## config.mk

```make
export PLATFORM = sky130hd
export DESIGN_NAME = instruction_loader
export DESIGN_NICKNAME = d
export VERILOG_FILES = /design/src/rtl/instruction_loader.sv
export SDC_FILE = /design/constraint.sdc
export NUM_CORES = 1
export LEC_CHECK = 0
export CAP_MARGIN = 5
export CORE_ASPECT_RATIO = 1.5
export CORE_MARGIN = 2
export CORE_UTILIZATION = 53
export DETAILED_ROUTE_END_ITERATION = 10
export GPL_ROUTABILITY_DRIVEN = 0
export PLACE_DENSITY = 0.86
export SKIP_CTS_REPAIR_TIMING = 1
export SLEW_MARGIN = 20
export SYNTH_ARGS = -nofsm -noshare
export SYNTH_HDL_FRONTEND = slang
export SYNTH_SLANG_ARGS = --single-unit
```

## constraint.sdc

```tcl
create_clock -name clock -period 2.17 [get_ports clock]
set_input_delay 0.217 -clock clock [delete_from_list [all_inputs] [get_ports clock]]
set_output_delay 0.217 -clock clock [all_outputs]
set_load 0.05 [all_outputs]
```

## src/rtl/instruction_loader.sv

```systemverilog
// Boot-time program loader: unpacks a length-prefixed byte stream into 32-bit
// little-endian instruction words and holds the core in reset until loading ends.
module instruction_loader #(
   parameter int ADDR_WIDTH = 5
) (
   input  logic                  clock,
   input  logic                  reset,
   input  logic                  inValid,
   input  logic [7:0]            inData,
   output logic                  inReady,
   output logic                  memWrite,
   output logic [ADDR_WIDTH-1:0] memAddress,
   output logic [31:0]           memWriteData,
   output logic                  coreReset,
   output logic                  done,
   output logic                  error,
   output logic [ADDR_WIDTH:0]   wordsLoaded
);

   localparam int DEPTH = 2 ** ADDR_WIDTH;

   typedef enum logic [2:0] {
      LEN_LO,
      LEN_HI,
      DATA,
      DONE,
      ERROR
   } state_t;

   state_t                state;
   logic [7:0]            len_lo;
   logic [ADDR_WIDTH:0]   len_q;
   logic [ADDR_WIDTH:0]   word_idx;
   logic [1:0]            byte_idx;
   logic [23:0]           partial;

   logic                  xfer;
   logic [15:0]           full_len;
   logic [ADDR_WIDTH:0]   next_word;

   // NOTE: every signal assigned here gets a default first, so no latch is inferred.
   always_comb begin
      inReady = 1'b0;
      if (!reset) begin
         case (state)
            LEN_LO, LEN_HI, DATA: inReady = 1'b1;
            default:              inReady = 1'b0;
         endcase
      end
      xfer      = inValid && inReady;
      full_len  = {inData, len_lo};
      next_word = word_idx + (ADDR_WIDTH+1)'(1);
   end

   // NOTE: sequential state uses non-blocking assignments so all registers see pre-edge values.
   always_ff @(posedge clock) begin
      if (reset) begin
         state        <= LEN_LO;
         len_lo       <= '0;
         len_q        <= '0;
         word_idx     <= '0;
         byte_idx     <= '0;
         partial      <= '0;
         memWrite     <= 1'b0;
         memAddress   <= '0;
         memWriteData <= '0;
         coreReset    <= 1'b1;
         done         <= 1'b0;
         error        <= 1'b0;
         wordsLoaded  <= '0;
      end else begin
         memWrite <= 1'b0;
         case (state)
            LEN_LO: begin
               if (xfer) begin
                  len_lo <= inData;
                  state  <= LEN_HI;
               end
            end
            LEN_HI: begin
               if (xfer) begin
                  len_q <= full_len[ADDR_WIDTH:0];
                  if (full_len == 16'd0) begin
                     state     <= DONE;
                     done      <= 1'b1;
                     coreReset <= 1'b0;
                  end else if ({16'd0, full_len} > 32'(DEPTH)) begin
                     state <= ERROR;
                     error <= 1'b1;
                  end else begin
                     state    <= DATA;
                     word_idx <= '0;
                     byte_idx <= '0;
                  end
               end
            end
            DATA: begin
               if (xfer) begin
                  byte_idx <= byte_idx + 2'd1;
                  case (byte_idx)
                     2'd0: partial[7:0]   <= inData;
                     2'd1: partial[15:8]  <= inData;
                     2'd2: partial[23:16] <= inData;
                     default: begin
                        memWrite     <= 1'b1;
                        memWriteData <= {inData, partial};
                        memAddress   <= word_idx[ADDR_WIDTH-1:0];
                        wordsLoaded  <= next_word;
                        word_idx     <= next_word;
                        // The word counter stops at len_q, so it never wraps past DEPTH-1.
                        if (next_word == len_q) begin
                           state     <= DONE;
                           done      <= 1'b1;
                           coreReset <= 1'b0;
                        end
                     end
                  endcase
               end
            end
            default: ;
         endcase
      end
   end

endmodule
```

# Word level (Yosys, flattened, before mapping)
# Index checks and enable logic that the tools add are counted.
dict set report totals {
  register_bits 96
  input_bits 11
}
dict set report classes {
  add_sub_neg 2
  magnitude_cmp 1
  eq_ne 13
  mux 34
  n_bitwise 4
  reduce_logical 20
}
# operator count
set ops {}
lappend ops {{6-bit two-way mux} 5}
lappend ops {{3-bit two-way mux} 7}
lappend ops {{6-bit AND reduction} 3}
lappend ops {{16-bit by 6-bit greater-than comparator with 1-bit output, second input constant} 1}
lappend ops {{16-bit zero test} 1}
lappend ops {{2-bit inequality test, second input constant} 8}
lappend ops {{1-bit two-way mux} 13}
lappend ops {{6-bit case mux with 2 select lines} 1}
lappend ops {{3-bit AND reduction} 4}
lappend ops {{3-bit case mux with 3 select lines} 1}
lappend ops {{3-bit OR reduction} 3}
lappend ops {{2-bit two-way mux} 4}
lappend ops {{6-bit by 1-bit adder with 6-bit output, second input constant} 1}
lappend ops {{6-bit == test} 1}
lappend ops {{5-bit AND reduction} 1}
lappend ops {{1-bit NOT} 4}
lappend ops {{1-bit case mux with 2 select lines} 2}
lappend ops {{2-bit case mux with 2 select lines} 1}
lappend ops {{2-bit AND reduction} 2}
lappend ops {{4-bit AND reduction} 1}
lappend ops {{3-bit by 1-bit == test with 1-bit output, second input constant} 1}
lappend ops {{3-bit by 2-bit == test with 1-bit output, second input constant} 1}
lappend ops {{3-bit zero test} 1}
lappend ops {{3-bit nonzero test} 1}
lappend ops {{6 further kinds} 6}

# Depth between registers and ports, before layout
# Gate-level depths: netlist of run 1.
dict set report depth {
  ltp_word 7
  ltp_mapped 8
  depth_no_buf 6
}

# Least setup slack after synthesis of run 1
# No wires, ideal clock.
dict set report synth_timing {
  path_type {in2out}
  start {input reset}
  end {output inReady}
  arrival_time_ns 1.742
  slack_ns 0.211
  stages 3
  path_buffers 2
  cell_sequence {clkbuf_8 > clkbuf_1 > a211oi_1}
}
dict set report synth_between {
  elab_chain_len 1
}
# element line
set synth_rtl {}
lappend synth_rtl {{start, declared} 7} ;# input logic reset,
lappend synth_rtl {{1-bit two-way mux} 44} ;# if (!reset) begin
lappend synth_rtl {{end, declared} 10} ;# output logic inReady,
# Every way passes these cells.

# Final worst setup path of run 1
dict set report layout_timing {
  start {register len_lo[1]}
  end {register word_idx[2]}
}
dict set report layout_between {
  elab_chain_len 3
  word_cells_on_any_way 5
}
# element line
set layout_rtl {}
lappend layout_rtl {{start, declared} 31} ;# logic [7:0] len_lo;
lappend layout_rtl {{start signal, assigned} 76} ;# len_lo <= inData;
lappend layout_rtl {{16-bit by 6-bit greater-than comparator with 1-bit output / 16-bit zero test (equally long branches)} {87, 83}}
lappend layout_rtl {{2-bit inequality test (no source line)} n/a}
lappend layout_rtl {{6-bit AND reduction (no source line) *} n/a}
lappend layout_rtl {{end signal, assigned} 109} ;# word_idx <= next_word;
lappend layout_rtl {{end, declared} 33} ;# logic [ADDR_WIDTH:0] word_idx;
# Mark *: on every way between the ends. The rest lies on a longest branch, timed or not.
# A chain may end at the register's enable or synchronous reset.

==> results of run 1 <==
## where the power goes
group | total [mW] | switching [mW] | leakage [nW] | internal (mW)
Clock | 1.08 | 0.607 | 0.0878 | 0.475
Sequential | 1.79 | 0.0130 | 0.774 | 1.77
Combinational | 0.172 | 0.102 | 0.743 | 0.0704
## layout make-up
cell class | instances | area, µm² | share of cell area
clock buffer | 11 | 151 | 0.0324
clock inverter | 4 | 28.8 | 0.00616
inverter | 6 | 22.5 | 0.00482
multi-input combinational | 315 | 1700 | 0.363
sequential | 96 | 1920 | 0.411
tap | 78 | 97.6 | 0.0209
timing repair buffer | 79 | 756 | 0.162
## metrics by stage
step / setup WS [ns] / cell area [µm²] / hold WS, ns / utilization
2_1_floorplan: 0.211 / 3760 / 0.350 / -
3_3_place_gp: -0.171 / 4480 / 0.440 / 0.654
3_5_place_dp: -0.246 / 4480 / 0.445 / 0.654
4_1_cts: 0.0301 / 4660 / 0.374 / 0.680
5_1_grt: -0.0120 / 4670 / 0.452 / 0.682
6_report: 0.0369 / 4670 / 0.392 / 0.682
## sequential cells by signal (all words and copies together), names as in the netlist
signal and cells:
done 1, coreReset 1, wordsLoaded 6, state 3, memAddress 5, word_idx 6
byte_idx 2, memWriteData 32, error 1, partial 24, len_q 6, len_lo 8
memWrite 1
## cells by family after synthesis
| kind of cell | share of synthesized area |
|---|---|
| simple gates | 0.223 |
| flops | 0.511 |
| compound gates | 0.135 |
| buf+inv | 0.0419 |
| mux | 0.0402 |
| xor+xnor | 0.0332 |
| fa+ha+maj | 0.0166 |
## critical path, cell delays in order (launching register included)
cell and delay (ns):
dfxtp_1 0.34, or4_4 0.56, or3_1 0.37, a31oi_4 0.22, buf_4 0.15, nor2_1 0.07, a311oi_1 0.31
## synth_stat cells (all sizes together) (3+ instances only)
cell type  count
a211oi         4
a21oi         76
and3           3
buf            7
clkbuf        23
dfxtp         96
ha             5
inv            6
mux2i         14
nand2        114
nand3         30
nor2          25
nor3           3
o21ai          7
or4            3
xnor2          7
## worst max path at each step
| stage | startpoint | endpoint | slack, ns | cells after the start |
|---|---|---|---|---|
| after global routing | inData[6] | word_idx[3] | -0.01 | 7 |
| after CTS | len_lo[1] | word_idx[2] | 0.03 | 6 |
| after floorplan | reset | inReady | 0.21 | 3 |
| after global placement | inData[6] | word_idx[5] | -0.17 | 7 |
| final | len_lo[1] | word_idx[2] | 0.04 | 6 |
| after detailed placement | inData[6] | word_idx[2] | -0.25 | 7 |
## layer usage
| layer | vias up | GRT usage | share of wire |
|---|---|---|---|
| li1 | 1613 | - | - |
| met1 | 1529 | 0.264 | 0.39 |
| met2 | 107 | 0.403 | 0.52 |
| met3 | 30 | 0.0677 | 0.049 |
| met4 | 0 | 0.139 | 0.044 |
| met5 | - | 0 | 0 |
## placed cells by master (no fill, tap or decap), types with 2 or more instances in the layout
| cell type | instances |
|---|---|
| mux2i_1 | 14 |
| inv_1 | 6 |
| and3_1 | 3 |
| clkdlybuf4s50_1 | 56 |
| o21ai_0 | 6 |
| clkinvlp_4 | 2 |
| or4_4 | 2 |
| buf_4 | 20 |
| ha_1 | 5 |
| buf_12 | 2 |
| nor2_1 | 24 |
| and2b_2 | 2 |
| a211oi_1 | 4 |
| xor2_1 | 2 |
| a311oi_1 | 2 |
| nand2_1 | 114 |
| or3_1 | 2 |
| clkbuf_8 | 11 |
| xnor2_1 | 7 |
| nor3_1 | 3 |
| nand3_1 | 30 |
| a21oi_1 | 76 |
| o31ai_1 | 2 |
| dfxtp_1 | 96 |
==> out/qor.csv, run 1 <==
stage,metric,value,unit
status,status,"complete, no violations",
detailed_routing,routedWlPerCell,14.9,µm
floorplan,coreArea,0.00685,mm²
place,dp_hpwl,6040,µm
timing,max_slew.worst_pin.slew,0.900,ns
global_route,grt_remaining_overflow,0,
synth,yosys.area.top_type,dfxtp_1,
timing,post-route-min-period,2.13,ns
worst_setup_path,end_kind,register,
cts,cts_buffers,9,
detailed_routing,vias,3279,
detailed_routing,routed_via_density,5.57,
finish,drive_gt1_frac,0.0939,
power_and_ir_drop,p_per_area,650,mW/mm²
detailed_routing,ant_nets,0,
power_and_ir_drop,p_leak,1.60,nW
cts,clockRootBuffer,clkbuf_8,
finish,final_net_count,523,
worst_setup_path,path_max_fanout,4,
power_and_ir_drop,peakVddDrop,0.471,mV
synth,async_flop_share,0,
timing,hold_viol,0,
floorplan,die_h,107,µm
synth,synth-edff-count,0,
cts,clock-sinks,96,
synth,synth_area,0.00376,mm²
job,max-cap-violations,0,
synth,synth_fp_nets,463,
worst_setup_path,r2r-start,len_lo[1],
synth,synthDistinctLibCells,39,
floorplan,ioPinCount,59,
synth,synth_cells,447,
place,dp.cells,574,
timing,maxSlewHeadroom,0.400,
global_route,grt_max_degree,97,
timing,post-route-period-util,0.983,
detailed_routing,drc,0,
worst_setup_path,critPathKind,register to register,
global_route,track_usage,0.240,
synth,avgSynthCellArea,8.42,µm²
timing,fin_setup_tns,0,ns
cts,cts_max_path_buffers,2,
detailed_routing,first_pass_iters,4,
timing,final_max_slew_viol_count,0,
hold_path,hp-class,input pin to register,
worst_setup_path,cp.arrival,2.40,ns
worst_setup_path,r2r-end,word_idx[2],
finish,diodes,0,
floorplan,floorplan.initialDensity,0.549,
cts,clock_latency,0.37,ns
synth,ys_warn_count,0,
synth,synth_flop_cell,dfxtp_1,
worst_setup_path,cp-start-kind,register,
cts,cts_max_level,3,
detailed_routing,totalWireLength,8760,µm
worst_setup_path,r2r_setup_slack,0.04,ns
global_route,grt_pass1_wl,14300,µm
power_and_ir_drop,p_total,3.04,mW
global_route,antenna_found_initial,0,
synth,ys_ff_latch,96,
hold_path,hp-start,reset,
timing,finalClockSkew,0.0107,ns
hold_path,holdPathStages,5,
global_route,grt_pass1_vias,3074,
finish,num-fill-cells,543,
detailed_routing,drt_iter0_markers,244,
synth,ys_top_cells_by_area,"dfxtp_1 (51%), nand2_1 (11%), a21oi_1 (10%)",
hold_path,whs_endpoint,byte_idx[1],
finish,syn_to_final_growth,24.2,%
timing,finalSetupViolations,0,
place,port_buffers,58,
synth,yosysSeqAreaShare,0.511,
cts,cts_tree,built,
floorplan,fp-row-count,37,
worst_setup_path,reg2regPathDepth,6,
cts,path_clk_slew,0.09,ns
finish,fin_cells,589,
timing,max_freq,0.469,GHz
floorplan,dieArea,0.00781,mm²
floorplan,die_width,72.8,µm
synth,synth_top_area_share,0.511,
worst_setup_path,required,2.44,ns
(Power assumes the default switching activity.)
==> run 2: changes to the inputs <==
--- a/config.mk
+++ b/config.mk
@@ -7,8 +7,8 @@
 export LEC_CHECK = 0
 export CAP_MARGIN = 5
 export CORE_ASPECT_RATIO = 1.5
-export CORE_MARGIN = 2
 export CORE_UTILIZATION = 53
+export CTS_CLUSTER_SIZE = 30
 export DETAILED_ROUTE_END_ITERATION = 10
 export GPL_ROUTABILITY_DRIVEN = 0
 export PLACE_DENSITY = 0.86
==> run 2 against run 1 <==
  * The run now ends with DRC left
  * Global-route usage is 2.4 points higher
  * Sequential share of layout area is 0.38 points lower
  * Clock skew is essentially flat
  * Count of clock-buffer cells in the layout up 1
  * Critical path depth stayed put
  * Critical endpoint unchanged
  * Largest cell class unchanged
  * Largest power group unchanged
==> out/qor.csv, run 2 (same netlist as run 1, synthesis figures left out) <==
stage,metric,value,unit
floorplan,dieArea,0.00745,mm²
detailed_routing,routedWlPerCell,15.4,µm
power_and_ir_drop,p_total,3.28,mW
worst_setup_path,critPathBufInv,1,
detailed_routing,routed.top_layer,met4,
worst_setup_path,critPathKind,register to register,
floorplan,floorplan.initialDensity,0.549,
finish,largest_register_ffs,32,
power_and_ir_drop,p_leak,1.63,nW
timing,post-route-period-util,0.938,
power_and_ir_drop,p_per_area,695,mW/mm²
worst_setup_path,required,2.44,ns
hold_path,hp-class,input pin to register,
detailed_routing,wl_met2,4790,µm
status,status,"finished, violations left",
timing,finalSetupViolations,0,
cts,cts_tree,built,
power_and_ir_drop,switching_share,0.220,
detailed_routing,route.met3.wl,416,µm
global_route,antenna_found_initial,0,
timing,post-route-min-period,2.04,ns
power_and_ir_drop,cell_internal_pwr,2.56,mW
timing,finalClockSkew,0.0104,ns
detailed_routing,met1_length,3400,µm
cts,path_clk_slew,0.09,ns
cts,clockRootBuffer,clkbuf_8,
timing,fin_setup_tns,0,ns
worst_setup_path,cpMaxStageDelayCell,or4_4,
worst_setup_path,cp.arrival,2.30,ns
finish,diodes,0,
worst_setup_path,r2r_setup_slack,0.13,ns
finish,final_net_count,524,
detailed_routing,ant_nets,0,
floorplan,die_width,70.8,µm
detailed_routing,drt_iter0_markers,242,
worst_setup_path,r2r-end,word_idx[2],
worst_setup_path,cp-start-kind,register,
power_and_ir_drop,power_switching,0.721,mW
floorplan,fp-row-count,37,
power_and_ir_drop,peakVddDrop,0.428,mV
cts,cts_max_level,3,
timing,maxSlewHeadroom,0.386,
floorplan,ioPinCount,59,
detailed_routing,routed_via_density,5.60,
detailed_routing,totalWireLength,9120,µm
global_route,grt_remaining_overflow,0,
worst_setup_path,end_kind,register,
worst_setup_path,critPathTopFamily,simple AND/OR/NAND/NOR gates,
power_and_ir_drop,power.share.combinational,0.052,
worst_setup_path,worstPathCellList,"or4_4, or3_1, a31oi_2, buf_4, nor2_1, a311oi_2",
power_and_ir_drop,p_clk_frac,0.403,
status,violations,DRC,
floorplan,coreArea,0.00685,mm²
cts,clock_latency,0.37,ns
timing,rsz0062_at_grt,false,
finish,syn_to_final_growth,25.4,%
hold_path,holdPathStages,5,
finish,num-fill-cells,559,
timing,final_max_slew_viol_count,0,
cts,cts_buffers,9,
timing,max_slew.worst_pin.slew,0.921,ns
timing,max_freq,0.491,GHz
hold_path,whs_endpoint,byte_idx[1],
finish,final_common_cell,nand2_1,
detailed_routing,drc,4,
worst_setup_path,reg2regPathDepth,6,
global_route,track_usage,0.264,
detailed_routing,vias,3310,
worst_setup_path,max_stage_delay,0.56,ns
worst_setup_path,path_max_fanout,3,
worst_setup_path,crit_cells,6,
timing,hold_viol,0,
finish,drive_gt1_frac,0.0975,
hold_path,hp-start,reset,
global_route,grt_pass1_wl,15000,µm
finish,top_register,memWriteData,
global_route,grt_pass1_vias,3239,
place,port_buffers,58,
global_route,grt_max_degree,97,
finish,final_cell_mix,"nand2_1 (114), dfxtp_1 (96), a21oi_1 (76)",
worst_setup_path,r2r-start,len_lo[1],
finish,reg_top3,"memWriteData (32), partial (24), len_lo (8)",
power_and_ir_drop,pwr-share-seq,0.545,
detailed_routing,first_pass_iters,9,
floorplan,die_h,105,µm
job,max-cap-violations,0,
cts,cts_max_path_buffers,2,
place,dp_hpwl,6380,µm
cts,clock-sinks,96,
## run 2: cell types whose count changed in the layout (fill, tap and decap cells not counted), sizes merged
| cell | delta |
|---|---|
| inv | -1 |
| clkinvlp | -1 |
| bufinv | +2 |
| buf | +1 |
| clkbuf | +1 |
## run 2: how the worst max path moves through the flow
stage / to / from / slack (ns)
after floorplan: inReady / reset / 0.21
after global placement: byte_idx[1] / inData[6] / -0.16
after detailed placement: word_idx[2] / inData[6] / -0.20
after CTS: word_idx[2] / len_lo[1] / -0.04
after global routing: word_idx[2] / len_lo[1] / 0.006
final: word_idx[2] / len_lo[1] / 0.13
## run 2: final cells by class
| class | instances | area [µm²] | share of cell area |
|---|---|---|---|
| multi-input combinational | 315 | 1690 | 0.359 |
| timing repair buffer | 80 | 751 | 0.159 |
| tap | 78 | 97.6 | 0.0207 |
| clock inverter | 4 | 76.3 | 0.0162 |
| sequential | 96 | 1920 | 0.407 |
| clock buffer | 12 | 155 | 0.0329 |
| inverter | 6 | 22.5 | 0.00477 |
## run 2: tightest hold or removal path: cells and delay by family
family,cells,cell delay [ns]
AO/OA/AOI/OAI,2,0.20
buffers and inverters,1,0.10
AND/OR/NAND/NOR,2,0.20
## run 2: power groups by stage
stage / Clock, mW / Sequential [mW] / Combinational [mW]
final: 1.32 / 1.79 / 0.172
after global routing: 1.41 / 1.79 / 0.184
after CTS: 1.33 / 1.79 / 0.168
after detailed placement: 0 / 1.83 / 0.167
after global placement: 0 / 1.83 / 0.162
after floorplan: 0 / 1.83 / 0.0899
## run 2: metal layers
metal / global-route usage / vias up
li1: - / 1622
met1: 0.282 / 1542
met2: 0.452 / 102
met3: 0.0482 / 44
met4: 0.203 / 0
met5: 0 / -
## run 2: through the flow
| step | instance area, µm² | hold slack, ns | util | instances | setup WS, ns |
|---|---|---|---|---|---|
| finish | 4720 | 0.387 | 0.689 | 591 | 0.135 |
| global route | 4720 | 0.444 | 0.689 | 591 | 0.00592 |
| CTS | 4710 | 0.376 | 0.687 | 591 | -0.0369 |
| detailed placement | 4480 | 0.443 | 0.653 | 575 | -0.197 |
| global placement | 4480 | 0.440 | 0.653 | 575 | -0.155 |
| floorplan | 3760 | 0.350 | - | 447 | 0.211 |
==> run 3: changes to the inputs <==
--- a/config.mk
+++ b/config.mk
@@ -11,6 +11,7 @@
 export CTS_CLUSTER_SIZE = 30
 export DETAILED_ROUTE_END_ITERATION = 10
 export GPL_ROUTABILITY_DRIVEN = 0
+export GPL_TIMING_DRIVEN = 0
 export PLACE_DENSITY = 0.86
 export SKIP_CTS_REPAIR_TIMING = 1
 export SLEW_MARGIN = 20
==> run 3 against run 2 <==
  * The flow now finishes without violations
  * Hold slack lost 0.16 ns
  * Register-to-register slack lost 0.099 ns
  * Critical path depth shrank 1
  * Critical path type unchanged
  * Highest routed layer unchanged
  * Sequential power is essentially flat
  * Cell area shrank 0.40%
==> out/qor.csv, run 3 (same netlist as run 1, synthesis figures left out) <==
stage,metric,value,unit
finish,multi_input_area,0.00170,mm²
worst_setup_path,max_stage_delay,0.57,ns
finish,top_register,memWriteData,
hold_path,hp-class,input pin to register,
place,port_buffers,57,
worst_setup_path,cpMaxStageDelayCell,or4_1,
timing,post-route-period-util,0.984,
finish,final_cell_mix,"nand2_1 (114), dfxtp_1 (96), a21oi_1 (76)",
place,dp_slack,-0.472,ns
timing,final_max_slew_viol_count,0,
timing,fin_setup_tns,0,ns
detailed_routing,totalWireLength,9170,µm
timing,hold_viol,0,
floorplan,ioPinCount,59,
global_route,grt_remaining_overflow,0,
worst_setup_path,reg2regPathDepth,5,
worst_setup_path,end_kind,register,
timing,rsz0062_at_grt,true,
status,status,"complete, no violations",
finish,reg_top3,"memWriteData (32), partial (24), len_lo (8)",
cts,clockRootBuffer,clkbuf_8,
place,dp_hpwl,6530,µm
floorplan,coreArea,0.00685,mm²
timing,finalSetupViolations,0,
detailed_routing,drc,0,
floorplan,floorplan.initialDensity,0.549,
global_route,grt_pass1_wl,15000,µm
power_and_ir_drop,peakVddDrop,0.592,mV
timing,maxSlewHeadroom,0.632,
detailed_routing,drt_iter0_markers,201,
floorplan,dieArea,0.00745,mm²
hold_path,holdPathStages,3,
cts,clock-sinks,96,
cts,cts_buffers,9,
finish,num-fill-cells,572,
worst_setup_path,path_max_fanout,7,
cts,path_clk_slew,0.09,ns
finish,diodes,0,
detailed_routing,ant_nets,0,
detailed_routing,first_pass_iters,6,
worst_setup_path,cp.arrival,2.44,ns
cts,clock_latency,0.37,ns
worst_setup_path,required,2.48,ns
power_and_ir_drop,p_per_area,709,mW/mm²
floorplan,fp-row-count,37,
worst_setup_path,critPathKind,register to register,
global_route,grt_pass1_vias,3296,
global_route,grt_max_degree,16,
finish,drive_gt1_frac,0.0577,
finish,final_common_cell,nand2_1,
cts,cts_tree,built,
power_and_ir_drop,p_leak,1.65,nW
finish,final_net_count,531,
detailed_routing,vias,3362,
detailed_routing,routedWlPerCell,15.3,µm
global_route,antenna_found_initial,0,
timing,finalClockSkew,0.00809,ns
global_route,track_usage,0.261,
worst_setup_path,worstPathCellList,"or4_1, o21ai_0, a31oi_2, or3_1, a21oi_1",
timing,max_freq,0.469,GHz
cts,cts_max_level,3,
timing,post-route-min-period,2.13,ns
finish,syn_to_final_growth,24.9,%
timing,max_slew.worst_pin.slew,0.551,ns
job,max-cap-violations,0,
floorplan,die_width,70.8,µm
cts,cts_max_path_buffers,2,
finish,regArea,0.00192,mm²
finish,largest_register_ffs,32,
timing,worst_slack,0.0357,ns
floorplan,die_h,105,µm
detailed_routing,routed_via_density,5.62,
worst_setup_path,cp-start-kind,register,
[run 3: worst max-delay path, delay by kind of cell, from the launching register on]
kind            cells  cell delay, ns
flops               1            0.33
simple gates        2            0.98
compound gates      3            0.76
[run 3: report_power, final]
group	internal [mW]	switching [mW]	leakage, nW	total [mW]
combinational	0.0585	0.107	0.761	0.165
sequential	1.77	0.00955	0.774	1.78
clock	0.762	0.622	0.116	1.38
total	2.59	0.738	1.65	3.33
[run 3: worst paths after layout]
| kind | startpoint | end | slack (ns) |
|---|---|---|---|
| worst max-delay path | len_lo[1] | byte_idx[1] | 0.04 |
| worst max register to register | len_lo[1] | byte_idx[1] | 0.04 |
| worst min register to register | partial[3] | memWriteData[3] | 0.45 |
| worst min-delay path | reset | memWriteData[26] | 0.22 |
[run 3: through the flow]
step	hold WS [ns]	util	cell area, µm²	std cells	power (mW)
6_report	0.223	0.686	4700	598	3.33
5_1_grt	0.224	0.686	4700	598	3.42
4_1_cts	0.214	0.681	4670	598	3.33
3_5_place_dp	0.446	0.647	4430	582	1.98
3_3_place_gp	0.441	0.647	4430	582	1.98
2_1_floorplan	0.350	-	3760	447	1.92
[run 3: cell type report]
class | count | share of cell area
timing repair buffer | 57 | 0.126
buffer | 30 | 0.0290
tap | 78 | 0.0208
inverter | 6 | 0.00479
clock buffer | 10 | 0.0272
sequential | 96 | 0.409
multi-input combinational | 315 | 0.361
clock inverter | 6 | 0.0229
[run 3: metal layers]
layer  wire [µm]  GRT usage  vias to the layer above
met1        3610      0.285                     1576
met3         453     0.0550                       41
met5           0          0                        -
li1            -          -                     1635
met4         523      0.189                        0
met2        4580      0.442                      110
